`config.mk`:
```
export PLATFORM = sky130hd
export DESIGN_NAME = mem_arbiter
export DESIGN_NICKNAME = d
export VERILOG_FILES = /design/src/rtl/mem_arbiter_pkg.sv /design/src/rtl/mem_access_check.sv /design/src/rtl/mem_arbiter.sv
export SDC_FILE = /design/constraint.sdc
export NUM_CORES = 1
export LEC_CHECK = 0
export ABC_CLOCK_PERIOD_IN_PS = 8100
export BUFFER_PORTS_ARGS = -buffer_cell sky130_fd_sc_hd__buf_4
export CAP_MARGIN = 5
export CORE_ASPECT_RATIO = 1.5
export CORE_MARGIN = 2
export CORE_UTILIZATION = 35
export DETAILED_ROUTE_END_ITERATION = 7
export GPL_TIMING_DRIVEN = 0
export SYNTH_ARGS = -nofsm -noshare
export SYNTH_HDL_FRONTEND = slang
export SYNTH_SLANG_ARGS = --single-unit
```
`constraint.sdc`:
```
create_clock -name clk -period 8.1 [get_ports clk]
set_input_delay 0.81 -clock clk [delete_from_list [all_inputs] [get_ports clk]]
set_output_delay 0.81 -clock clk [all_outputs]
set_load 0.005 [all_outputs]
```
`src/rtl/mem_arbiter_pkg.sv`:
```
// Shared encodings for the data-RAM arbiter: access sizes, one-hot RAM write enables
// and sequencer states, plus small helpers that map a size onto byte count and enable.
package mem_arbiter_pkg;

    localparam logic [1:0] SIZE_BYTE    = 2'b00;
    localparam logic [1:0] SIZE_HALF    = 2'b01;
    localparam logic [1:0] SIZE_WORD    = 2'b10;
    localparam logic [1:0] SIZE_ILLEGAL = 2'b11;

    localparam logic [2:0] WE_WORD = 3'b001;
    localparam logic [2:0] WE_HALF = 3'b010;
    localparam logic [2:0] WE_BYTE = 3'b100;

    typedef enum logic [1:0] {
        IDLE   = 2'd0,
        ACCESS = 2'd1,
        RESP   = 2'd2
    } state_t;

    function automatic logic [2:0] sizeBytes(input logic [1:0] size);
        case (size)
            SIZE_BYTE: sizeBytes = 3'd1;
            SIZE_HALF: sizeBytes = 3'd2;
            SIZE_WORD: sizeBytes = 3'd4;
            default:   sizeBytes = 3'd0;
        endcase
    endfunction

    function automatic logic [2:0] weOneHot(input logic [1:0] size);
        case (size)
            SIZE_BYTE: weOneHot = WE_BYTE;
            SIZE_HALF: weOneHot = WE_HALF;
            SIZE_WORD: weOneHot = WE_WORD;
            default:   weOneHot = 3'b000;
        endcase
    endfunction

endpackage

```
`src/rtl/mem_access_check.sv`:
```
// Combinational legality check for one access: illegal size, misalignment, or
// running past the end of the RAM (evaluated in 33 bits so large addresses cannot wrap).
module mem_access_check
    import mem_arbiter_pkg::*;
#(
    parameter int unsigned ADDR_LIMIT = 4096
) (
    input  logic [31:0] addr_i,
    input  logic [1:0]  size_i,
    output logic        err_o
);

    logic [32:0] endAddr;
    logic        misaligned;

    always_comb begin
        endAddr = {1'b0, addr_i} + {30'b0, sizeBytes(size_i)};
        case (size_i)
            SIZE_WORD: misaligned = (addr_i[1:0] != 2'b00);
            SIZE_HALF: misaligned = addr_i[0];
            default:   misaligned = 1'b0;
        endcase
        err_o = (size_i == SIZE_ILLEGAL) || misaligned || (endAddr > 33'(ADDR_LIMIT));
    end

endmodule

```
`src/rtl/mem_arbiter.sv`:
```
// Round-robin arbiter between instruction fetch (I) and load/store (D) for the single-port
// data RAM; each granted access takes one registered RAM cycle and one response cycle.
module mem_arbiter
    import mem_arbiter_pkg::*;
#(
    parameter int unsigned ADDR_LIMIT = 4096
) (
    input  logic        clk,
    input  logic        reset,
    input  logic        i_req,
    input  logic [31:0] i_addr,
    output logic        i_gnt,
    output logic        i_rvalid,
    output logic [31:0] i_rdata,
    output logic        i_err,
    input  logic        d_req,
    input  logic        d_we,
    input  logic [1:0]  d_size,
    input  logic [31:0] d_addr,
    input  logic [31:0] d_wdata,
    output logic        d_gnt,
    output logic        d_rvalid,
    output logic [31:0] d_rdata,
    output logic        d_err,
    output logic [2:0]  ram_write_enable,
    output logic [31:0] ram_addr,
    output logic [31:0] ram_data_in,
    input  logic [31:0] ram_data_out
);

    state_t      state_q;
    logic        lastD_q;
    logic        ownerD_q;
    logic [31:0] addr_q;
    logic [1:0]  size_q;
    logic        we_q;
    logic [31:0] wdata_q;
    logic        err_q;
    logic        i_rvalid_q, d_rvalid_q;
    logic        i_err_q, d_err_q;
    logic [31:0] i_rdata_q, d_rdata_q;
    logic [31:0] rdata_d;

    logic        canGrant, pickD, grantI, grantD, selErr;
    logic [31:0] selAddr;
    logic [1:0]  selSize;

    // On a tie the requester that was not served last wins; lastD_q resets to "I served".
    assign canGrant = !reset && ((state_q == IDLE) || (state_q == RESP));
    assign pickD    = d_req && (!i_req || !lastD_q);
    assign grantD   = canGrant && pickD;
    assign grantI   = canGrant && i_req && !pickD;
    assign selAddr  = grantD ? d_addr : i_addr;
    assign selSize  = grantD ? d_size : SIZE_WORD;

    mem_access_check #(.ADDR_LIMIT(ADDR_LIMIT)) u_check (
        .addr_i (selAddr),
        .size_i (selSize),
        .err_o  (selErr)
    );

    always_comb begin
        rdata_d = 32'h0;
        if (!err_q && !we_q) begin
            case (size_q)
                SIZE_BYTE: rdata_d = {24'h0, ram_data_out[31:24]};
                SIZE_HALF: rdata_d = {16'h0, ram_data_out[31:16]};
                default:   rdata_d = ram_data_out;
            endcase
        end
    end

    // Decoded from state so that an asynchronous reset removes the enable at once.
    assign ram_write_enable = ((state_q == ACCESS) && we_q && !err_q) ? weOneHot(size_q) : 3'b000;
    assign ram_addr         = addr_q;
    assign ram_data_in      = wdata_q;

    always_ff @(posedge clk or posedge reset) begin
        if (reset) begin
            state_q    <= IDLE;
            lastD_q    <= 1'b0;
            ownerD_q   <= 1'b0;
            addr_q     <= 32'h0;
            size_q     <= SIZE_BYTE;
            we_q       <= 1'b0;
            wdata_q    <= 32'h0;
            err_q      <= 1'b0;
            i_rvalid_q <= 1'b0;
            d_rvalid_q <= 1'b0;
            i_err_q    <= 1'b0;
            d_err_q    <= 1'b0;
            i_rdata_q  <= 32'h0;
            d_rdata_q  <= 32'h0;
        end else begin
            i_rvalid_q <= 1'b0;
            d_rvalid_q <= 1'b0;
            i_err_q    <= 1'b0;
            d_err_q    <= 1'b0;
            case (state_q)
                IDLE, RESP: begin
                    if (grantI || grantD) begin
                        state_q  <= ACCESS;
                        ownerD_q <= grantD;
                        lastD_q  <= grantD;
                        addr_q   <= selAddr;
                        size_q   <= selSize;
                        we_q     <= grantD && d_we;
                        wdata_q  <= grantD ? d_wdata : 32'h0;
                        err_q    <= selErr;
                    end else begin
                        state_q <= IDLE;
                    end
                end
                ACCESS: begin
                    state_q <= RESP;
                    if (ownerD_q) begin
                        d_rvalid_q <= 1'b1;
                        d_rdata_q  <= rdata_d;
                        d_err_q    <= err_q;
                    end else begin
                        i_rvalid_q <= 1'b1;
                        i_rdata_q  <= rdata_d;
                        i_err_q    <= err_q;
                    end
                end
                default: state_q <= IDLE;
            endcase
        end
    end

    assign i_gnt    = grantI;
    assign d_gnt    = grantD;
    assign i_rvalid = i_rvalid_q;
    assign d_rvalid = d_rvalid_q;
    assign i_rdata  = i_rdata_q;
    assign d_rdata  = d_rdata_q;
    assign i_err    = i_err_q;
    assign d_err    = d_err_q;

endmodule

```
## After elaboration in Yosys (flattened, before gate mapping)

Cells that the tools add are included.

- Input port bits: 135
- Register bits after elaboration: 139
- Logic and storage cells: 70

- Reduce and logical (&&, ||, !) cells: 28
- Bitwise gates (word level): 1
- $add $sub $neg: 1
- Eq/ne operators: 7
- Magnitude comparators: 1
- Multiplexer cells: 19

Operator list:

| cell | number |
|---|---|
| 32-bit 2-to-1 mux | 3 |
| 32-bit one-hot mux with 2 select lines | 1 |
| 32-bit by 3-bit adder with 33-bit output | 1 |
| 33-bit by 13-bit greater-than comparator with 1-bit output (second input constant) | 1 |
| 3-bit one-hot mux with 3 select lines | 2 |
| 1-bit logical AND | 9 |
| 1-bit 2-to-1 mux | 9 |
| 2-bit equality test (second input constant) | 4 |
| 2-bit by 1-bit equality test with 1-bit output (second input constant) | 3 |
| 1-bit logical NOT | 6 |
| 2-bit logical NOT | 3 |
| 2-bit AND reduction | 3 |
| 1-bit logical OR | 5 |
| 2-bit one-hot mux with 2 select lines | 1 |
| 3-bit 2-to-1 mux | 1 |
| 2-bit 2-to-1 mux | 1 |
| 1-bit one-hot mux with 2 select lines | 1 |
| 2-bit nonzero test | 1 |
| 2-bit OR reduction | 1 |
| 1-bit NOT | 1 |

## Longest topological paths before layout

Gate-level depths: netlist (run 1).

- Word-level depth: 10
- Depth in mapped cells: 19

## Modules after synthesis

Synthesis (run 1) repeated with hierarchy kept, for this count alone.

- Cells, all modules: 741
- Area, all modules: 6921.6 um^2

By module, submodules not included:

| module | area each (um^2) | sequential area each (um^2) | times used | cells an instance |
|---|---|---|---|---|
| mem_arbiter | 6052.1 | 3478.3 | 1 | 609 |
| mem_access_check | 869.6 | 0.0 | 1 | 132 |

## Least setup slack after synthesis (run 1)

OpenSTA, ideal clock, no wires.

- Path kind: input to register
- Start: input d_req
- End: register err_q
- Required time: 7.964 ns
- Path buffers: 4
- Slack: 3.502 ns
- Arrival: 4.463 ns
- Stages on the path: 18
- Cell sequence: nor3b_4 > nand2_2 > inv_2 > buf_2 > clkbuf_1 > clkbuf_1 > nand2_1 > ha_1 > ha_1 > fa_1 > a21o_1 > clkbuf_1 > nor3_1 > o211ai_1 > a2111oi_2 > a21oi_1 > nor4_1 > a31oi_1

- Longest elaborated chain between the ends: 8
- Elaborated cells between the ends (all ways): 19
- Classes of those cells: add/sub: 1; order compare: 1; eq/ne: 3; mux: 4; reduce/logical: 10

RTL lines:

| item | RTL line | source |
|---|---|---|
| start: declaration | mem_arbiter.sv:16 | `input logic d_req,` |
| 1-bit logical AND (*) | mem_arbiter.sv:50 | `assign pickD = d_req && (!i_req \|\| !lastD_q);` |
| 1-bit logical AND (*) | mem_arbiter.sv:51 | `assign grantD = canGrant && pickD;` |
| net d_gnt | mem_arbiter.sv:21 | `output logic d_gnt,` |
| 2-bit 2-to-1 mux | mem_arbiter.sv:54 | `assign selSize = grantD ? d_size : SIZE_WORD;` |
| 2-bit equality test, or another cell as far along | mem_arbiter_pkg.sv:21, mem_access_check.sv:18 |  |
| 3-bit one-hot mux with 3 select lines | mem_arbiter_pkg.sv:21 | `case (size)` |
| 32-bit by 3-bit adder with 33-bit output | mem_access_check.sv:17 | `endAddr = {1'b0, addr_i} + {30'b0, sizeBytes(size_i)};` |
| 33-bit by 13-bit greater-than comparator with 1-bit output | mem_access_check.sv:23 | `err_o = (size_i == SIZE_ILLEGAL) \|\| misaligned \|\| (endAddr > 33'(ADDR_LIMIT));` |
| 1-bit logical OR | mem_access_check.sv:23 |  |
| end signal: assignment | mem_arbiter.sv:109 | `err_q <= selErr;` |
| end: declaration | mem_arbiter.sv:38 | `logic err_q;` |

Mark *: on every way through the listed nets, which the timed path passes. The rest lies on a longest branch.
A chain may end at the register's enable or synchronous reset.

## Worst setup path after layout (run 1)

- Start: input reset
- End: register err_q

- Longest elaborated chain between the ends: 9
- Elaborated cells between the ends (all ways): 20
- Classes of those cells: add/sub: 1; order compare: 1; eq/ne: 3; mux: 4; reduce/logical: 11

RTL lines:

| item | RTL line | source |
|---|---|---|
| start: declaration | mem_arbiter.sv:9 | `input logic reset,` |
| 1-bit logical NOT (no line) (*) | n/a |  |
| 1-bit logical AND (*) | mem_arbiter.sv:49 | `assign canGrant = !reset && ((state_q == IDLE) \|\| (state_q == RESP));` |
| 1-bit logical AND (*) | mem_arbiter.sv:51 |  |
| 2-bit 2-to-1 mux (*) | mem_arbiter.sv:54 |  |
| net selSize[0] | mem_arbiter.sv:46 | `logic [1:0] selSize;` |
| 2-bit equality test, or another cell as far along | mem_arbiter_pkg.sv:21, mem_access_check.sv:18 |  |
| 3-bit one-hot mux with 3 select lines | mem_arbiter_pkg.sv:21 |  |
| 32-bit by 3-bit adder with 33-bit output | mem_access_check.sv:17 |  |
| 33-bit by 13-bit greater-than comparator with 1-bit output | mem_access_check.sv:23 |  |
| 1-bit logical OR (*) | mem_access_check.sv:23 |  |

Marked as above.

==> reports/metrics.yaml, run 1 <==
status: "finished, final reports clean"
ys_types: 60
dieArea_sq_um: 21300
yosysSeqAreaShare_pct: 49.3
clkLatencyLatePin_ns: 0.44
critPathLaunchType: "primary input"
io_pins: 272
vias: 7102
grt_pass1_wl_mm: 41.5
grt_pass1_vias: 7321
ff2ff_path_depth: 18
cellPowerDensity_nw_per_um2: 200
drt_iter0_drc: 409
numCtsBuffers: 17
die_w_um: 120
wl_per_cell_um: 20.3
routed_wl_mm: 27.1
clk_path_buf_depth: 2
cap_violations: 0
cts-root-buf: "clkbuf_16"
max_freq_ghz: 0.167
grt_use_total_pct: 25.8
vdd_drop_max_uv: 111
layout-drive-gt1-share_pct: 30.0
cts.clk_slew.worst_paths_ns: 0.06
drt_first_pass_iters: 5
finalCriticalPeriod_ns: 5.98
critPathMaxFanout: 10
syn_avg_cell_area_sq_um: 9.12
end_kind: "flip-flop"
diodes: 0
core-area_sq_um: 19800
cts-resized-gates: 0
crit_required_ns: 8.38
reg2reg_from: "state_q[0]$_DFF_PP0_"
leakage_nw: 4.78
rsz0062_at_grt: "no"
viasPerCell: 5.31
syn-cell-area_sq_um: 7060
setup_viol: 0
slew_violations: 0
max-slew-margin-rel_pct: 43.1
setup_tns_ns: 0
hpwl_mm: 21.4
finalCritPeriodShare_pct: 73.8
io_buffer_count: 271
min_from: "ram_addr[24]$_DFFE_PP0P_"
timing_worst_setup_path_type: "primary input to flip-flop"
dpl_worst_slack_ns: 1.75
synth_edf_count: 0
worst_slew_pin_slew_ns: 0.851
ant_nets: 0
holdBufCountCts: 0
hold_class: "flip-flop to flip-flop"
synth_seq_cells: 139
cts.sinks: 139
area_delta_synth_final_pct: 42.4
synthArstFlopShare_pct: 100
skew_ns: 0.00906
nets: 1210
finalHoldViolCount: 0
yosys_warnings: 0
cts_setup_buffers: 0
grt.overflow.total: 0
rr_endpoint: "err_q$_DFFE_PP0P_"
syn-instance-count: 774
tritoncts: "yes"
synth_fp_nets: 919
dieHeight_um: 178
layout_setup_ws_ns: 2.12
gp_congestion: 0.944
num_rows: 63
regToRegSetupSlack_ns: 2.19
drc: 0
grt_max_degree: 76
htreeDepth: 4
hold_end: "ram_addr[24]$_DFFE_PP0P_"
holdPathStages: 2
antenna_found_initial: 0
ys.flop_type: "dfrtp_1"
worstPathArrival_ns: 6.26
start_util_pct: 35.7
## worst max-delay path, cell delays in order
cell       delay, ns
buf_4           0.14
nor3b_4         0.41
nand2_2         0.14
inv_2           0.19
buf_2           0.31
clkbuf_1        0.41
clkbuf_1        0.40
nand2_1         0.30
inv_1           0.18
ha_1            0.22
ha_1            0.24
a21o_1          0.15
a21oi_1         0.65
o21bai_1        0.30
xor2_1          0.18
a2111oi_2       0.31
a21oi_1         0.12
nor4_1          0.62
a31oi_1         0.15
## per-stage QoR
step	power, mW	instances	instance area (sq um)	util, %	hold WS [ns]
CTS	2.03	1338	10100	50.8	0.479
detailed placement	1.23	1306	9460	47.8	0.464
floorplan	0.980	774	7060	-	0.418
global placement	1.22	1305	9420	47.6	0.463
global route	2.10	1338	10100	50.8	0.498
finish	2.01	1338	10100	50.8	0.476
## cell type report
class | count | area (sq um)
Multi-Input combinational cell | 577 | 3350
Buffer | 48 | 201
Fill cell | 1944 | 9730
Sequential cell | 139 | 3480
Timing Repair Buffer | 272 | 2060
Inverter | 10 | 42.5
Tap cell | 260 | 325
Clock inverter | 12 | 136
Clock buffer | 20 | 457
## where the power goes
group | internal [mW] | switching (mW)
clock | 0.472 | 0.324
combinational | 0.195 | 0.218
sequential | 0.760 | 0.0399
total | 1.43 | 0.581
## state kept, by name, indices dropped and copies added, names as in the netlist
register	flops
d_rdata	32
i_rdata	32
ram_addr	32
ram_data_in	32
size_q	2
state_q	2
d_err	1
d_rvalid	1
err_q	1
i_err	1
i_rvalid	1
ownerD_q	1
we_q	1
## per-layer routing
layer / global-route usage [%] / up-vias / wire, um
li1: - / 3328 / -
met1: 27.6 / 3408 / 9870
met2: 47.2 / 304 / 14400
met3: 5.43 / 62 / 1640
met4: 13.4 / 0 / 1190
met5: 0 / - / 0
## cells in the mapped netlist, drive strengths merged, types with 6 or more instances
master / n / area [sq um]
xnor2: 11 / 96.3
mux2i: 28 / 280
or3: 6 / 37.5
nand2: 182 / 686
dfrtp: 139 / 3480
inv: 10 / 37.5
and4: 6 / 52.6
a21oi: 19 / 95.1
nand4: 15 / 93.8
o21ai: 100 / 500
xor2: 14 / 123
clkbuf: 36 / 135
a31oi: 13 / 81.3
nand3: 20 / 100
a22o: 33 / 289
nor4: 11 / 68.8
a22oi: 9 / 67.6
buf: 12 / 66.3
nor2: 35 / 131
ha: 9 / 113
nor3: 13 / 65.1
## placed cells by master (no fill, tap or decap), types with 4 or more instances in the layout
master and count:
buf_4 271, nand2_1 181, dfrtp_1 139, o21ai_0 100, clkbuf_1 37, nor2_1 35, a22o_1 33, mux2i_1 28
nand3_1 20, a21oi_1 19, clkbuf_16 17, nand4_1 15, xor2_1 14, nor3_1 13, a31oi_1 13, nor4_1 11
xnor2_1 11, a22oi_1 9, ha_1 9, inv_1 8, or3_1 6, and4_1 6, buf_1 5, buf_2 5
and3_1 5, and2_1 4, inv_6 4
## how the worst max path moves through the flow
| stage | endpoint | depth (start not counted) | startpoint |
|---|---|---|---|
| floorplan | err_q$_DFFE_PP0P_ | 18 | d_req |
| CTS | err_q$_DFFE_PP0P_ | 19 | reset |
| global route | err_q$_DFFE_PP0P_ | 19 | reset |
| global placement | i_rdata[14]$_DFFE_PP0P_ | 2 | reset |
| detailed placement | err_q$_DFFE_PP0P_ | 19 | reset |
| finish | err_q$_DFFE_PP0P_ | 19 | reset |
## logic make-up after synthesis
family / after synthesis / synth area share (%)
buffers and inverters: 58 / 3.39
xor gates and xnor gates: 25 / 3.10
muxes: 30 / 4.34
AOI/OAI and AO/OA: 202 / 18.2
DFF: 139 / 49.3
and+or+nand+nor: 310 / 19.8
adders and majority gates: 10 / 1.88
(Power assumes the default switching activity.)
==> run 2, diff against run 1 <==
ABC_CLOCK_PERIOD_IN_PS = 5500   (was 8100)
clock period = 5.5 ns   (was 8.1 ns; I/O delays follow)
==> run 2 against run 1 <==
Net effect:
- clock power increased by 47%
- power is 47% higher
- die area is the same
- sequential cell count stayed put
- via count rose by 0.13%
- largest power group unchanged
==> reports/metrics.yaml, run 2 (synthesis gave the netlist of run 1 again) <==
status: "finished, final reports clean"  # unchanged
htreeDepth: 4  # unchanged
area_delta_synth_final_pct: 42.5  # was 42.4%
hpwl_mm: 21.4  # unchanged
drt_first_pass_iters: 5  # unchanged
drc: 0  # unchanged
ff2ff_path_depth: 17  # was 18
drt_iter0_drc: 399  # was 409
leakage_nw: 4.78  # about the same
rsz0062_at_grt: "no"  # unchanged
finalHoldViolCount: 0  # unchanged
crit_family: "simple AND/OR/NAND/NOR gates"  # was compound AO/OA/AOI/OAI gates
setup_tns_ns: 0  # unchanged
whs_ns: 0.269  # was 0.476 ns
clk_path_buf_depth: 2  # unchanged
cts.sinks: 139  # unchanged
clkLatencyLatePin_ns: 0.44  # about the same
critPathMaxFanout: 10  # unchanged
hold_class: "primary input to asynchronous set/reset pin"  # was flip-flop to flip-flop
final_area_sq_um: 10100  # about the same
dpl_worst_slack_ns: -0.592  # was 1.75 ns
final_common_cell: "buf_4"  # unchanged
nets: 1209  # was 1210
max_stage_delay_ns: 0.59  # was 0.65 ns
crit_chain: "nor3b_4 -> nand2_2 -> buf_6 -> buf_2 -> buf_1 -> nor2_1 -> inv_1 -> ha_1 -> ha_1 -> a21o_1 -> nand3_1 -> nor3_1 -> o21ai_0 -> a221oi_1 -> nand4_1 -> a2111oi_2 -> a31oi_1"  # was buf_4 -> nor3b_4 -> nand2_2 -> inv_2 -> buf_2 -> clkbuf_1 -> clkbuf_1 -> nand2_1 -> inv_1 -> ha_1 -> ha_1 -> a21o_1 -> a21oi_1 -> o21bai_1 -> xor2_1 -> a2111oi_2 -> a21oi_1 -> nor4_1 -> a31oi_1
end_kind: "flip-flop"  # unchanged
setup_viol: 0  # unchanged
vdd_drop_max_uv: 165  # was 111 uV
start_util_pct: 35.7  # unchanged
io_pins: 272  # unchanged
netSwitchingFraction_pct: 29.0  # was 28.9%
dieArea_sq_um: 21300  # unchanged
critical_path.startpoint: "state_q[0]$_DFF_PP0_"  # was reset
p_clk_share_pct: 39.6  # about the same
final_cell_mix: "271 x buf_4, 181 x nand2_1, 139 x dfrtp_1"  # unchanged
grt.overflow.total: 0  # unchanged
p_total_mw: 2.96  # was 2.01 mW
tritoncts: "yes"  # unchanged
power_frac_comb_pct: 20.5  # about the same
grt_pass1_vias: 7317  # was 7321
intPower_mw: 2.10  # was 1.43 mW
final_cell_count_no_fill: 1337  # was 1338
cts-root-buf: "clkbuf_16"  # unchanged
io_buffer_count: 271  # unchanged
final_util_pct: 50.8  # about the same
cp_common_cell: "ha_1"
critPathLaunchType: "flip-flop"  # was primary input
diodes: 0  # unchanged
crit_required_ns: 5.80  # was 8.38 ns
layout_setup_ws_ns: 0.265  # was 2.12 ns
num_rows: 63  # unchanged
cap_violations: 0  # unchanged
finalCritPeriodShare_pct: 95.2
timing_worst_setup_path_type: "flip-flop to flip-flop"  # was primary input to flip-flop
routed_wl_mm: 27.1  # about the same
worst_slew_pin_slew_ns: 0.836  # was 0.851 ns
dieHeight_um: 178  # unchanged
antenna_found_initial: 0  # unchanged
gp_congestion: 0.944  # unchanged
endpoint: "err_q$_DFFE_PP0P_"  # unchanged
power_frac_seq_pct: 39.8  # about the same
vias: 7111  # was 7102
grt_pass1_wl_mm: 41.5  # about the same
die_w_um: 120  # unchanged
slew_violations: 0  # unchanged
viasPerCell: 5.32  # was 5.31
max_freq_ghz: 0.191
core-area_sq_um: 19800  # unchanged
grt_use_total_pct: 25.8  # about the same
numCtsBuffers: 17  # unchanged
dp.cells: 1306  # unchanged
wl_per_cell_um: 20.2  # was 20.3 um
reg2reg_from: "state_q[0]$_DFF_PP0_"  # unchanged
max-slew-margin-rel_pct: 44.1  # was 43.1%
path_buf_inv: 4  # was 6
cellPowerDensity_nw_per_um2: 294  # was 200 nW/um^2
finalCriticalPeriod_ns: 5.23
ant_nets: 0  # unchanged
cp.depth: 17  # was 19
cts.clk_slew.worst_paths_ns: 0.06  # about the same
regToRegSetupSlack_ns: 0.27  # was 2.19 ns
worstPathArrival_ns: 5.53  # was 6.26 ns
rr_endpoint: "err_q$_DFFE_PP0P_"  # unchanged
cpMaxStageDelayCell: "a221oi_1"  # was a21oi_1
skew_ns: 0.0111  # was 0.00906 ns
placed_area_sq_um: 9460  # unchanged
power_switching_mw: 0.856  # was 0.581 mW
grt_max_degree: 76  # unchanged
layout-drive-gt1-share_pct: 30.3  # was 30.0%
[run 2: changes by cell type in the layout (fill, tap and decap cells not counted)]
cell	delta
clkbuf_1	-2
a21oi_1	-1
a21oi_2	+1
clkbuf_2	+1
nor4_1	-1
nor4_2	+1
[run 2: worst min path at each step]
stage	slack [ns]	endpoint	from
final	0.27	ram_addr[2]$_DFFE_PP0P_	reset
after global placement	0.46	d_rdata[13]$_DFFE_PP0P_	d_rdata[13]$_DFFE_PP0P_
after floorplan	0.42	state_q[1]$_DFF_PP0_	state_q[1]$_DFF_PP0_
after global routing	0.31	ram_data_in[5]$_DFFE_PP0P_	d_wdata[5]
after detailed placement	0.46	ram_addr[24]$_DFFE_PP0P_	ram_addr[24]$_DFFE_PP0P_
after CTS	0.29	ram_addr[15]$_DFFE_PP0P_	reset
[run 2: per-layer routing]
| metal | part of all wire, % | vias to the layer above | track usage (%) |
|---|---|---|---|
| met4 | 4.7 | 0 | 13.6 |
| met5 | 0 | - | 0 |
| met3 | 6.5 | 74 | 5.43 |
| li1 | - | 3324 | - |
| met2 | 53 | 333 | 47.1 |
| met1 | 36 | 3380 | 27.6 |
[run 2: area by class of cell]
class                      count  area, sq um
buffer                        47          199
clock buffer                  20          457
clock inverter                12          136
fill                        1942         9730
inverter                      10         42.5
multi-input combinational    577         3360
sequential                   139         3480
tap                          260          325
timing repair buffer         272         2060
[run 2: power by group through the flow]
stage	Sequential, mW	Combinational, mW	Clock (mW)
floorplan	1.20	0.247	0
global placement	1.20	0.606	0
detailed placement	1.20	0.612	0
CTS	1.18	0.614	1.20
global route	1.19	0.663	1.24
finish	1.18	0.607	1.17
[run 2: worst register-to-register path, delay by kind of cell (launching register included)]
kind                     cells  cell delay (ns)
AO/OA/AOI/OAI                5             1.50
adder cells (fa/ha/maj)      2             0.56
buffers and inverters        4             0.90
flip-flops                   1             0.42
AND/OR/NAND/NOR              6             1.73
[run 2: what timing repair did]
item                       4_1_cts  5_1_grt
gates resized for setup          2        2
pin swaps                        0        0
hold buffers                     0        0
setup endpoints to repair        1        1
buffers inserted                 0        0
==> run 3, diff against run 2 <==
ABC_CLOCK_PERIOD_IN_PS = 5600   (was 5500)
CORE_UTILIZATION = 40   (was 35)
PLACE_DENSITY = 0.67   (was default)
RECOVER_POWER = 25   (was default)
clock period = 5.6 ns   (was 5.5 ns; I/O delays follow)
==> run 3 against run 2 <==
Net effect:
- the run now ends with max-capacitance violations, max-slew violations left
- cell count fell by 3.5%
- worst setup slack better by 0.18 ns
- first-iteration DRC count is 49% higher
- sequential cell count unchanged
- die area is 12% lower
- design area down 1.1%
- clock-buffer cell count shrank 3
- power fell by 3.2%
- clock power is 5% lower
- register-to-register slack improved by 0.18 ns
- sequential share of layout area rose by 0.39 points
- critical endpoint unchanged
- largest power group unchanged
- highest routed layer unchanged
==> reports/metrics.yaml, run 3 (synthesis gave the netlist of run 1 again) <==
crit_family: "simple AND/OR/NAND/NOR gates"  # unchanged
io_pins: 272  # unchanged
cellPowerDensity_nw_per_um2: 288  # was 294 nW/um^2
drt_first_pass_iters: 7  # was 5
finalCriticalPeriod_ns: 5.15  # was 5.23 ns
ant_nets: 0  # unchanged
num_rows: 59  # was 63
layout-drive-gt1-share_pct: 30.2  # was 30.3%
htreeDepth: 4  # unchanged
nets: 1209  # unchanged
critPathLaunchType: "flip-flop"  # unchanged
hpwl_mm: 20.7  # was 21.4 mm
worstPathArrival_ns: 5.43  # was 5.53 ns
max_stage_delay_ns: 0.49  # was 0.59 ns
status: "finished, violations left"  # was finished, final reports clean
path_buf_inv: 4  # unchanged
gr-usage-met3_pct: 6.33  # was 5.43%
leakage_nw: 4.77  # was 4.78 nW
cts.clk_slew.worst_paths_ns: 0.07  # was 0.06 ns
dieHeight_um: 167  # was 178 um
wl_per_cell_um: 20.5  # was 20.2 um
cts-root-buf: "clkbuf_16"  # unchanged
violations: "max-capacitance violations, max-slew violations"
cp_common_cell: "ha_1"  # unchanged
clkLatencyLatePin_ns: 0.41  # was 0.44 ns
numCtsBuffers: 17  # unchanged
grt_pass1_vias: 7213  # was 7317
skew_ns: 0.0106  # was 0.0111 ns
tritoncts: "yes"  # unchanged
start_util_pct: 40.7  # was 35.7%
io_buffer_count: 271  # unchanged
fill_cells: 1582  # was 1942
cts.sinks: 139  # unchanged
slew_violations: 142  # was 0
setup_viol: 0  # unchanged
drc: 0  # unchanged
crit_chain: "nor3b_4 -> nand2_2 -> buf_6 -> buf_2 -> buf_1 -> nor2_1 -> inv_1 -> ha_1 -> ha_1 -> a21o_1 -> nand3_1 -> nor3_1 -> o21ai_0 -> a221oi_1 -> nand4_1 -> a2111oi_2 -> a31oi_1"  # unchanged
dieArea_sq_um: 18700  # was 21300 sq um
dp.cells: 1259  # was 1306
grt_busiest_layer: "met2"  # unchanged
met2_usage_pct: 49.9  # was 47.1%
finalHoldViolCount: 0  # unchanged
crit_required_ns: 5.87  # was 5.80 ns
drt_iter0_drc: 594  # was 399
met1_usage_pct: 30.5  # was 27.6%
finalCritPeriodShare_pct: 92.0  # was 95.2%
diodes: 0  # unchanged
grt_use_total_pct: 28.0  # was 25.8%
core-area_sq_um: 17300  # was 19800 sq um
end_kind: "flip-flop"  # unchanged
cts_setup_buffers: 0  # unchanged
hold_class: "primary input to flip-flop"  # was primary input to asynchronous set/reset pin
final_cell_mix: "270 x buf_4, 181 x nand2_1, 139 x dfrtp_1"  # was 271 x buf_4, 181 x nand2_1, 139 x dfrtp_1
timing_worst_setup_path_type: "flip-flop to flip-flop"  # unchanged
cpMaxStageDelayCell: "a221oi_1"  # unchanged
die_w_um: 112  # was 120 um
holdBufCountCts: 0  # unchanged
antenna_found_initial: 0  # unchanged
vdd_drop_max_uv: 223  # was 165 uV
max_freq_ghz: 0.194  # was 0.191 GHz
grt.overflow.total: 0  # unchanged
area_delta_synth_final_pct: 40.9  # was 42.5%
p_total_mw: 2.86  # was 2.96 mW
critPathMaxFanout: 10  # unchanged
cts-resized-gates: 1  # was 2
worst_slew_pin_slew_ns: 2.71  # was 0.836 ns
cap_violations: 2  # was 0
viasPerCell: 5.63  # was 5.32
grt_pass1_wl_mm: 40.6  # was 41.5 mm
gp_congestion: 1.02  # was 0.944
grt_max_degree: 80  # was 76
rsz0062_at_grt: "no"  # unchanged
max-slew-margin-rel_pct: -81.6  # was 44.1%
final_common_cell: "buf_4"  # unchanged
clk_path_buf_depth: 2  # unchanged
routed_wl_mm: 26.4  # was 27.1 mm
vias: 7258  # was 7111
final_cell_count_no_fill: 1290  # was 1337
setup_tns_ns: 0  # unchanged
[run 3: changes by cell type in the layout (fill, tap and decap cells not counted), sizes merged]
cell | previous run | this run
buf | 284 | 282
bufinv | 2 | 1
clkbuf | 55 | 54
clkinvlp | 3 | 2
inv | 13 | 18
[run 3: final timing paths]
kind	slack (ns)	end	from	cells after the start
worst max register to register	0.45	err_q$_DFFE_PP0P_	state_q[0]$_DFF_PP0_	17
worst min-delay path	0.36	ram_data_in[10]$_DFFE_PP0P_	d_wdata[10]	2
min in group asynchronous	0.99	i_err$_DFF_PP0_	reset	2
max in group asynchronous	1.74	ram_addr[16]$_DFFE_PP0P_	reset	3
worst max-delay path	0.45	err_q$_DFFE_PP0P_	state_q[0]$_DFF_PP0_	17
worst min register to register	0.46	state_q[1]$_DFF_PP0_	state_q[1]$_DFF_PP0_	1
[run 3: area by class of cell]
class | instances | area, sq um | share of cell area [%]
Sequential cell | 139 | 3480 | 35.0
Multi-Input combinational cell | 577 | 3350 | 33.7
Timing Repair Buffer | 272 | 2040 | 20.5
Clock buffer | 17 | 425 | 4.28
Tap cell | 213 | 267 | 2.68
Buffer | 47 | 199 | 2.00
Clock inverter | 15 | 151 | 1.52
Inverter | 10 | 38.8 | 0.390
[run 3: report_power, final]
part	internal, mW	total [mW]	switching (mW)	leakage [nW]
clock network	0.629	1.11	0.482	0.285
logic	0.279	0.592	0.313	2.65
registers	1.10	1.16	0.0607	1.83
[run 3: per-stage QoR]
stage                     worst slack, ns  utilization [%]  hold slack [ns]  instance area, sq um
after global routing                0.283             57.3            0.340                  9950
after detailed placement           -0.292             54.2            0.455                  9400
after CTS                           0.105             57.5            0.250                  9980
final                               0.448             57.3            0.359                  9950
after global placement             -0.530             54.0            0.441                  9360
after floorplan                      1.25                -            0.418                  7060
[run 3: layer usage]
metal	part of all wire (%)	vias up
met5	0	-
met4	5.4	0
met3	7.3	83
met2	52	388
met1	35	3455
li1	-	3332
